**config.mk**
```make
export PLATFORM = sky130hd
export DESIGN_NAME = gcn_phase_scheduler
export DESIGN_NICKNAME = d
export VERILOG_FILES = /design/src/rtl/gcn_pkg.sv /design/src/rtl/gcn_index_counter.sv /design/src/rtl/gcn_phase_scheduler.sv
export SDC_FILE = /design/constraint.sdc
export NUM_CORES = 1
export LEC_CHECK = 0
export ABC_AREA = 1
export CORE_UTILIZATION = 41
export DETAILED_ROUTE_END_ITERATION = 8
export GPL_ROUTABILITY_DRIVEN = 0
export PLACE_DENSITY = 0.69
export SYNTH_ARGS = -nofsm -noshare
export SYNTH_HDL_FRONTEND = slang
export SYNTH_HIERARCHICAL = 1
export SYNTH_SLANG_ARGS = --single-unit
```
**constraint.sdc**
```tcl
create_clock -name clk -period 1.9 [get_ports clk]
set_clock_uncertainty 0.15 [all_clocks]
set_input_delay 0.38 -clock clk [delete_from_list [all_inputs] [get_ports clk]]
set_output_delay 0.38 -clock clk [all_outputs]
set_load 0.02 [all_outputs]
```
**src/rtl/gcn_pkg.sv**
```systemverilog
// gcn_pkg: shared phase encoding and default layer dimensions for the GCN scheduler
package gcn_pkg;
    typedef enum logic [2:0] {
        IDLE      = 3'd0,
        LOAD_W    = 3'd1,
        COMPUTE   = 3'd2,
        AGGREGATE = 3'd3,
        DONE      = 3'd4
    } phase_e;
    localparam int FEATURE_ROWS    = 6;
    localparam int WEIGHT_COLS     = 3;
    localparam int COO_NUM_OF_COLS = 6;
endpackage

```
**src/rtl/gcn_index_counter.sv**
```systemverilog
// gcn_index_counter: wrapping index counter 0..MAX-1 with last flag
// Ports: clk, rst_n (async active-low clear), clr_i (sync clear), en_i (advance),
//        cnt_o (current index), last_o (index == MAX-1)
module gcn_index_counter #(
    parameter int MAX = 2,
    parameter int BW  = $clog2(MAX)
) (
    input  logic          clk,
    input  logic          rst_n,
    input  logic          clr_i,
    input  logic          en_i,
    output logic [BW-1:0] cnt_o,
    output logic          last_o
);
    logic [BW-1:0] cnt_q;
    assign cnt_o  = cnt_q;
    assign last_o = cnt_q == BW'(MAX - 1);
    // wrap explicitly at MAX-1 so non-power-of-two ranges never overrun
    always_ff @(posedge clk or negedge rst_n) begin
        if (!rst_n)     cnt_q <= '0;
        else if (clr_i) cnt_q <= '0;
        else if (en_i)  cnt_q <= last_o ? '0 : cnt_q + BW'(1);
    end
endmodule

```
**src/rtl/gcn_phase_scheduler.sv**
```systemverilog
// gcn_phase_scheduler: phase FSM sequencing weight load, FM x W compute and COO aggregation
// Ports: clk, reset (async active-low), start (level request)
//        busy/done status; weight, feature and COO read strobes with addresses;
//        FM_WM product write strobe with row/col address (one cycle behind each feature read)
module gcn_phase_scheduler #(
    parameter int FEATURE_ROWS    = gcn_pkg::FEATURE_ROWS,
    parameter int WEIGHT_COLS     = gcn_pkg::WEIGHT_COLS,
    parameter int COO_NUM_OF_COLS = gcn_pkg::COO_NUM_OF_COLS,
    parameter int FR_BW  = $clog2(FEATURE_ROWS),
    parameter int WC_BW  = $clog2(WEIGHT_COLS),
    parameter int COO_BW = $clog2(COO_NUM_OF_COLS)
) (
    input  logic              clk,
    input  logic              reset,
    input  logic              start,
    output logic              busy,
    output logic              done,
    output logic              enable_read_weight,
    output logic [WC_BW-1:0]  read_weight_address,
    output logic              enable_read_feature,
    output logic [FR_BW-1:0]  read_feature_address,
    output logic              enable_write_fm_wm_prod,
    output logic [FR_BW-1:0]  fm_wm_row_address,
    output logic [WC_BW-1:0]  fm_wm_col_address,
    output logic              enable_read_coo,
    output logic [COO_BW-1:0] coo_address
);
    import gcn_pkg::*;
    phase_e state_q, state_d;
    logic [FR_BW-1:0]  row;
    logic [WC_BW-1:0]  col;
    logic [COO_BW-1:0] edge_idx;
    logic row_last, col_last, edge_last;
    logic wr_en_q;
    logic [FR_BW-1:0] wr_row_q;
    logic [WC_BW-1:0] wr_col_q;
    wire idle    = state_q == IDLE;
    wire load_w  = state_q == LOAD_W;
    wire compute = state_q == COMPUTE;
    wire aggr    = state_q == AGGREGATE;
    gcn_index_counter #(.MAX(FEATURE_ROWS), .BW(FR_BW)) u_row (
        .clk(clk), .rst_n(reset), .clr_i(idle), .en_i(compute),
        .cnt_o(row), .last_o(row_last)
    );
    gcn_index_counter #(.MAX(WEIGHT_COLS), .BW(WC_BW)) u_col (
        .clk(clk), .rst_n(reset), .clr_i(idle), .en_i(compute && row_last),
        .cnt_o(col), .last_o(col_last)
    );
    gcn_index_counter #(.MAX(COO_NUM_OF_COLS), .BW(COO_BW)) u_edge (
        .clk(clk), .rst_n(reset), .clr_i(idle), .en_i(aggr),
        .cnt_o(edge_idx), .last_o(edge_last)
    );
    always_comb begin
        state_d = state_q;
        case (state_q)
            IDLE:      state_d = start ? LOAD_W : IDLE;
            LOAD_W:    state_d = COMPUTE;
            COMPUTE:   state_d = !row_last ? COMPUTE : col_last ? AGGREGATE : LOAD_W;
            AGGREGATE: state_d = edge_last ? DONE : AGGREGATE;
            DONE:      state_d = start ? DONE : IDLE;
            default:   state_d = IDLE;
        endcase
    end
    always_ff @(posedge clk or negedge reset) begin
        if (!reset) state_q <= IDLE;
        else        state_q <= state_d;
    end
    // product write trails its feature read by one cycle, regardless of the phase it lands in
    always_ff @(posedge clk or negedge reset) begin
        if (!reset) begin
            wr_en_q  <= 1'b0;
            wr_row_q <= '0;
            wr_col_q <= '0;
        end else begin
            wr_en_q  <= compute;
            wr_row_q <= compute ? row : '0;
            wr_col_q <= compute ? col : '0;
        end
    end
    assign busy                    = load_w || compute || aggr;
    assign done                    = state_q == DONE;
    assign enable_read_weight      = load_w;
    assign read_weight_address     = load_w ? col : '0;
    assign enable_read_feature     = compute;
    assign read_feature_address    = compute ? row : '0;
    assign enable_write_fm_wm_prod = wr_en_q;
    assign fm_wm_row_address       = wr_row_q;
    assign fm_wm_col_address       = wr_col_q;
    assign enable_read_coo         = aggr;
    assign coo_address             = aggr ? edge_idx : '0;
endmodule

```
==> metrics <==
Worst Max-Slew Pin Slew around 220 ps; vias around 750; met1 WL a little under 800 um; Final Max Slew Viols 0; Final Hold Fails 0; layout cells sized above 1 34.8%; setup violators final 0; fin nets ~150; Ports 22; max_cap viols 0; headroom to the max-slew limit between 80% and 90%; cell accounting for the most synthesized area dfrtp_1; Port Buffers 21; Critical Path End read_weight_address[1]; hold_ws about 260 ps; Via-to-Cell Ratio approximately 4.5; Routed WL approximately 1700 um; Post-Synth XOR/XNOR Area 0%; clock period minus worst slack around 1900 ps; pwr dens 1350 nW/um^2; FF-to-FF setup slack between 400 and 500 ps; Min-Delay Path Class in -> async; WP data required about 1400 ps; commonest cells in the netlist nor2_1 (21), inv_1 (19), dfrtp_1 (17), nand2_1 (14), nand3_1 (7); pre-CTS worst setup slack -62.8 ps; cells on worst reg2reg path 7; Die Ht 47.2 um; FP Rows 15; dpl hpwl 1280 um; Post-Synth Simple-Gate Area between 30% and 40%; drt initial violations 21; fin crit share a little over nine tenths; Worst Path Arrival around 1300 ps; CTS Sinks 17; Gate Count Post-Synth about 110; DR WL/cell 10.5 um; H-Tree Depth 1; register area share after synthesis roughly half; Yosys cell types 18; critical path cell sequence buf_4 > inv_1 > nand2_1 > nor2_1 > buf_2; area grow syn2layout 36.7%; GR Overflow Total 0; Lkg Pwr roughly 0.57 nW; critical path startpoint category flip-flop; CP max-delay cell dfrtp_2; synthesized cell area between 800 and 900 sq um; adder-cell share of the synthesized area 0%; clock buffer depth 2; sequential power share around a third; ys async rst share 100%; yosys warns 6; Total GRT Usage 18.2%; clock group share of total power between 10% and 20%; run status finished, final reports clean; DRT Pass-1 Iters 4; DRC 0; most common cell in the netlist nor2_1; diode count 0; Sw Share 43.4%; ys flop type dfrtp_1; Post-Layout Cell Count approximately 170; Final WS setup ~27 ps; Buf+Inv Stages, Crit Path 3; cells taking the most area after synthesis dfrtp_1 (51%), nor2_1 (9.4%), inv_1 (8.5%); CP endpoint kind output pin; Pint between 0.8 and 0.9 mW; critical path startpoint state_q[1]; metal3 WL approximately 65 um; WL met2 about 890 um; largest family of logic cells by synthesized area simple AND/OR/NAND/NOR gates; ANT nets after route 0; total stage count of the critical path 5; initial antenna violation count 0; Comb power frac a little over half; multiplexer share of the synthesized area 0%; Synth top area share between 50% and 60%; CP delay by family, top flip-flops; Initial Util a little under half; first-pass GRT wire length approximately 2800 um; CTS root buffer clkbuf_4; uppermost layer routed met4; Syn Nets around 110; number of global-route vias before repair a little over 700; worst flop-to-flop path startpoint state_q[1]; Max Fanout on Critical Path 4; Fillers 176; Setup TNS 0 ps; Peak supply drop approximately 0.00083 V; Mean Syn Cell Area 7.91 sq um; DIE AREA 2230 sq um; RSZ-0062 raised after global routing yes; post-cts hold buffer count 0; r2r endpoint u_row/cnt_o[1]; Reg clk slew, reported paths 90 ps; CP peak stage delay between 400 and 500 ps; Core Area 1820 sq um; Net Sw Power 0.673 mW; fmax 534 MHz; Post-synth EDFFs 0; FF+latch count, synth 17; Num CTS Buffers 3; Placed Cells 159; largest net degree at the start of global routing 18; CTS tree built; clk_lat worst skew 280 ps; Compound-Gate Fraction of Synth Area under 10%; die extent in x approximately 47 um; CP Class reg -> out
how the worst min path moves through the flow:
stage | from | endpoint | depth (start not counted)
finish | reset | state_q[2] | 2
global route | reset | u_edge/cnt_o[2] | 2
CTS | reset | state_q[1] | 2
detailed placement | u_col/cnt_o[1] | u_col/cnt_o[1] | 2
global placement | u_col/cnt_o[1] | u_col/cnt_o[1] | 2
floorplan | reset | enable_write_fm_wm_prod | 0
per-layer routing:
metal  GRT usage, %  vias up
met5              0        -
met4           6.86        0
met3           3.85        2
met2           31.9       16
met1           21.9      342
li1               -      387
layout by cell type, fill, tap and decap left out, drive strengths merged:
cell type / count
clkdlybuf4s15: 1
inv: 23
o21ai: 3
nand2: 18
a21oi: 4
o21bai: 2
nand3: 8
nand4: 1
clkbuf: 5
clkdlybuf4s50: 8
buf: 21
nor3: 2
nor2: 26
dfrtp: 17
clkinv: 2
cell families after synthesis:
kind of cell	Yosys count
buffers and inverters	25
and+or+nand+nor	55
DFF	17
AOI/OAI and AO/OA	9
cell type report:
| class | instances | area, sq um | share of cell area, % |
|---|---|---|---|
| Multi-Input combinational cell | 64 | 334 | 29.1 |
| Tap cell | 25 | 31.3 | 2.73 |
| Clock buffer | 4 | 26.3 | 2.29 |
| Inverter | 25 | 96.3 | 8.41 |
| Timing Repair Buffer | 31 | 231 | 20.2 |
| Sequential cell | 17 | 427 | 37.2 |
power by group through the flow:
stage / Sequential (mW) / Clock, mW / Combinational [mW]
final: 0.530 / 0.189 / 0.834
after CTS: 0.529 / 0.196 / 0.830
after floorplan: 0.562 / 0 / 0.437
after global routing: 0.541 / 0.210 / 0.917
after global placement: 0.536 / 0 / 0.783
after detailed placement: 0.539 / 0 / 0.796
registers in the layout, indices dropped and copies added, names as in the netlist:
name                     count
u_row/cnt_o                  3
fm_wm_row_address            3
state_q                      3
u_edge/cnt_o                 3
fm_wm_col_address            2
enable_write_fm_wm_prod      1
u_col/cnt_o                  2
repair_timing:
item | CTS | global route
resized for setup | 45 | 13
setup buffers | 2 | 1
setup endpoints to repair | 13 | 12
pin swaps | 0 | 0
endpoints found under the hold margin | 0 | 0
metrics by stage:
stage / utilization [%] / area (sq um) / total power, mW
after floorplan: - / 838 / 0.998
after global placement: 62.2 / 1130 / 1.32
after detailed placement: 62.2 / 1130 / 1.33
after CTS: 64.7 / 1180 / 1.56
after global routing: 63.0 / 1150 / 1.67
final: 63.0 / 1150 / 1.55
No activity file was read; power rests on OpenSTA's default activity.
==> RTL change 1 (same flow settings) <==
The package constant `COO_NUM_OF_COLS` goes from 6 to 12.
--- a/src/rtl/gcn_pkg.sv
+++ b/src/rtl/gcn_pkg.sv
@@ -9,6 +9,6 @@
     } phase_e;
     localparam int FEATURE_ROWS    = 6;
     localparam int WEIGHT_COLS     = 3;
-    localparam int COO_NUM_OF_COLS = 6;
+    localparam int COO_NUM_OF_COLS = 12;
 endpackage
 
Interface: changed (resized coo_address); port bits go from 22 to 23. The function was not compared with the original's and may differ.
==> RTL change 1 against the unedited design <==
  * Core utilization decreased by 0.52 points
  * Via count increased by 15%
  * Non-clock buffer count increased by 6
  * Wire length increased by 13%
  * Setup slack improved by 21 ps
  * Sequential cell count increased by 1
  * Cell area increased by 10%
  * Power increased by 8.4%
  * First-iteration DRC count decreased by 14%
  * Synthesized area increased by 8.5%
  * Critical path type unchanged
  * Largest cell class unchanged
  * Largest power group unchanged
==> RTL change 1: results (changes against the unedited design) <==
* Fin nets at 166 (was 145)
* Finished Layout Cells at 188 (was 166)
* IO Port Bufs at 22 (was 21)
* Run status: complete, no violations (unchanged)
* Pleak at 0.660 nW (was 0.573 nW)
* Post-DP HPWL at 1460 µm (was 1280 µm)
* CTS resizes at 47 (was 45)
* Library cells used by synthesis at 19 (was 18)
* Top cells by count, synth: nor2_1, inv_1, nand2_1, dfrtp_1, nand3_1 (was nor2_1, inv_1, dfrtp_1, nand2_1, nand3_1)
* First-pass GRT wire length at 3460 µm (was 2780 µm)
* Worst slack at placement at -2.67 ps (was -62.8 ps)
* Gr usage total at 0.190 (was 0.182)
* F_max at 540 MHz (was 534 MHz)
* Worst hold margin at 257 ps (was 258 ps)
* Placed cell areas at 1250 µm² (was 1130 µm²)
* Compound-cell area share of the yosys netlist at 0.0509 (was 0.0687)
* PD cells at 1330 nW/µm² (was 1350 nW/µm²)
* Layout cells sized above 1 at 0.304 (was 0.348)
* Reg2Reg Depth at 6 (was 7)
* Syn_area_per_cell at 7.58 µm² (was 7.91 µm²)
* DRT iter0 DRCs at 18 (was 21)
* Fin util at 0.624 (was 0.630)
* Worst-path fanout max at 6 (was 4)
* Setup repair bufs after CTS at 1 (was 2)
* Crit path DAT at 1320 ps (was 1340 ps)
* Seq/Total Area, Yosys at 0.495 (was 0.507)
* Adder-Cell Fraction of Synth Area at 0.0138 (was 0)
* Synth top area cells: dfrtp_1, nor2_1, inv_1, nand2_1, nand3_1 (unchanged)
* # placed instances at 181 (was 159)
* CP Capture Point: busy (was read_weight_address[1])
-- RTL change 1: cell count changes in the layout (fill, tap and decap cells not counted), moves of 2 or more --
cell	before	now
nand2_1	14	22
nor2_1	17	23
nor2_2	7	4
inv_1	19	22
buf_4	12	15
buf_2	9	11
-- RTL change 1: critical path, cell delays in order (launching register included) --
cell and delay [ps]:
dfrtp_2 470, nor2_2 130, buf_4 120, nor2_1 30, clkdlybuf4s15_1 270
-- RTL change 1: layout make-up --
cell class,instances,area share
clock buffer,4,0.0287
tap,27,0.0268
timing repair buffer,37,0.217
sequential,18,0.358
multi-input combinational,76,0.291
inverter,26,0.0783
-- RTL change 1: per-layer routing --
metal	up-vias	wire length (µm)	GRT usage
met1	390	973	0.249
met2	19	880	0.297
met4	0	44	0.118
met5	-	0	0
li1	445	-	-
met3	4	64	0.0218
==> RTL change 2 (same flow settings) <==
Made on the original files. Register the output `coo_address`, without a reset; this adds one clock of latency there. The other outputs are not delayed to match.
--- a/src/rtl/gcn_phase_scheduler.sv
+++ b/src/rtl/gcn_phase_scheduler.sv
@@ -87,6 +87,8 @@
     assign fm_wm_row_address       = wr_row_q;
     assign fm_wm_col_address       = wr_col_q;
     assign enable_read_coo         = aggr;
-    assign coo_address             = aggr ? edge_idx : '0;
+    always_ff @(posedge clk) begin
+        coo_address <= aggr ? edge_idx : '0;
+    end
 endmodule
 
Behaviour: no difference found for any inputs over 10 cycles, from zero or initial values and one cycle with reset low; that may be too few to reach the edited logic, so the function may still have changed.
==> RTL change 2 against the unedited design <==
  * Synthesized area is 8.1% higher
  * Wire length is 13% higher
  * Setup slack better by 52 ps
  * Synthesized cell count up 2.8%
  * Power rose by 14%
  * Non-clock buffer count increased by 3
  * Cell area up 10%
  * Sequential cell count increased by 3
  * Critical path type unchanged
  * Largest power group unchanged
==> RTL change 2: results (changes against the unedited design) <==
* Run status: complete, no violations (unchanged)
* # fillers at 198 (was 176)
* Worst-path fanout max at 5 (was 4)
* CP max stage cell: dfrtp_1 (was dfrtp_2)
* GR Layer Usage met2 at 0.373 (was 0.319)
* Synth top area cells: dfrtp_1, inv_1, nor2_1, dfxtp_1, nand2_1 (was dfrtp_1, nor2_1, inv_1, nand2_1, nand3_1)
* Vias in the first global route at 829 (was 707)
* Via density at 4.59 (was 4.50)
* Worst-Margin Slew at 235 ps (was 216 ps)
* First-pass GRT wire length at 3480 µm (was 2780 µm)
* Top cells by count, synth: inv_1, nor2_1, dfrtp_1, nand2_1, nand3_1 (was nor2_1, inv_1, dfrtp_1, nand2_1, nand3_1)
* Grt met1 use at 0.203 (was 0.219)
* Post-synth ARST share at 0.850 (was 1.00)
* Layout non-clock buf frac at 0.211 (was 0.202)
* Clk_lat worst skew at 300 ps (was 280 ps)
* Met3 routed WL at 68 µm (was 65 µm)
* Worst-path clk slew at 110 ps (was 90 ps)
* WL final at 1970 µm (was 1740 µm)
* Clock Network Area Fraction at 0.0287 (was 0.0229)
* Grt met3 use at 0.0561 (was 0.0385)
* Synth Register Bits at 20 (was 17)
* Library cells used by synthesis at 17 (was 18)
* Seq/Total Area, Yosys at 0.536 (was 0.507)
* Reg2Reg Depth at 8 (was 7)
* Final Hold Fails at 0 (unchanged)
* Syn_area_per_cell at 8.31 µm² (was 7.91 µm²)
* CP Capture Point: read_feature_address[2] (was read_weight_address[1])
* Worst hold margin at 236 ps (was 258 ps)
* Area of the multi-input gates at 347 µm² (was 334 µm²)
* DR vias at 798 (was 747)
* FF+latch area at 485 µm² (was 427 µm²)
* Met1 wire length at 790 µm (was 776 µm)
* Worst vdd ir at 0.722 mV (was 0.831 mV)
* Pleak at 0.613 nW (was 0.573 nW)
* Met2 wire length at 1100 µm (was 890 µm)
* Fin nets at 151 (was 145)
* Post-DP HPWL at 1510 µm (was 1280 µm)
* Syn_nets at 112 (was 109)
* Crit path DAT at 1290 ps (was 1340 ps)
* Reg2reg end: u_row/cnt_o[2]$_DFFE_PN0P_ (was u_row/cnt_o[1]$_DFFE_PN0P_)
* Layout cells sized above 1 at 0.340 (was 0.348)
* Worst r2r src: state_q[2]$_DFF_PN0_ (was state_q[1]$_DFF_PN0_)
[RTL change 2: changes by cell type after synthesis, moves of 2 or more]
cell / unedited run / this run
o21ai_1: 2 / 0
inv_2: 4 / 2
dfxtp_1: 0 / 3
nand3_1: 7 / 10
inv_1: 19 / 21
[RTL change 2: stage by stage]
stage	setup slack [ps]	setup TNS, ps	instance area (µm²)	power, mW
6_report	78.4	0	1270	1.77
4_1_cts	8.98	0	1240	1.72
2_1_floorplan	349	0	906	1.09
3_5_place_dp	-131	-426	1240	1.51
5_1_grt	-14.3	-14.3	1270	1.91
3_3_place_gp	-74.2	-232	1240	1.48
[RTL change 2: power by group]
part	internal, mW	switching, mW
clock network	0.117	0.132
logic	0.389	0.540
registers	0.516	0.0714
total	1.02	0.743
[RTL change 2: repair_timing]
action / in CTS / in global routing
hold endpoints to repair: 0 / 0
resized for setup: 36 / 14
cloned: 0 / 0
pin swaps: 1 / 1
endpoints found under the setup margin: 10 / 9
buffers inserted: 0 / 1
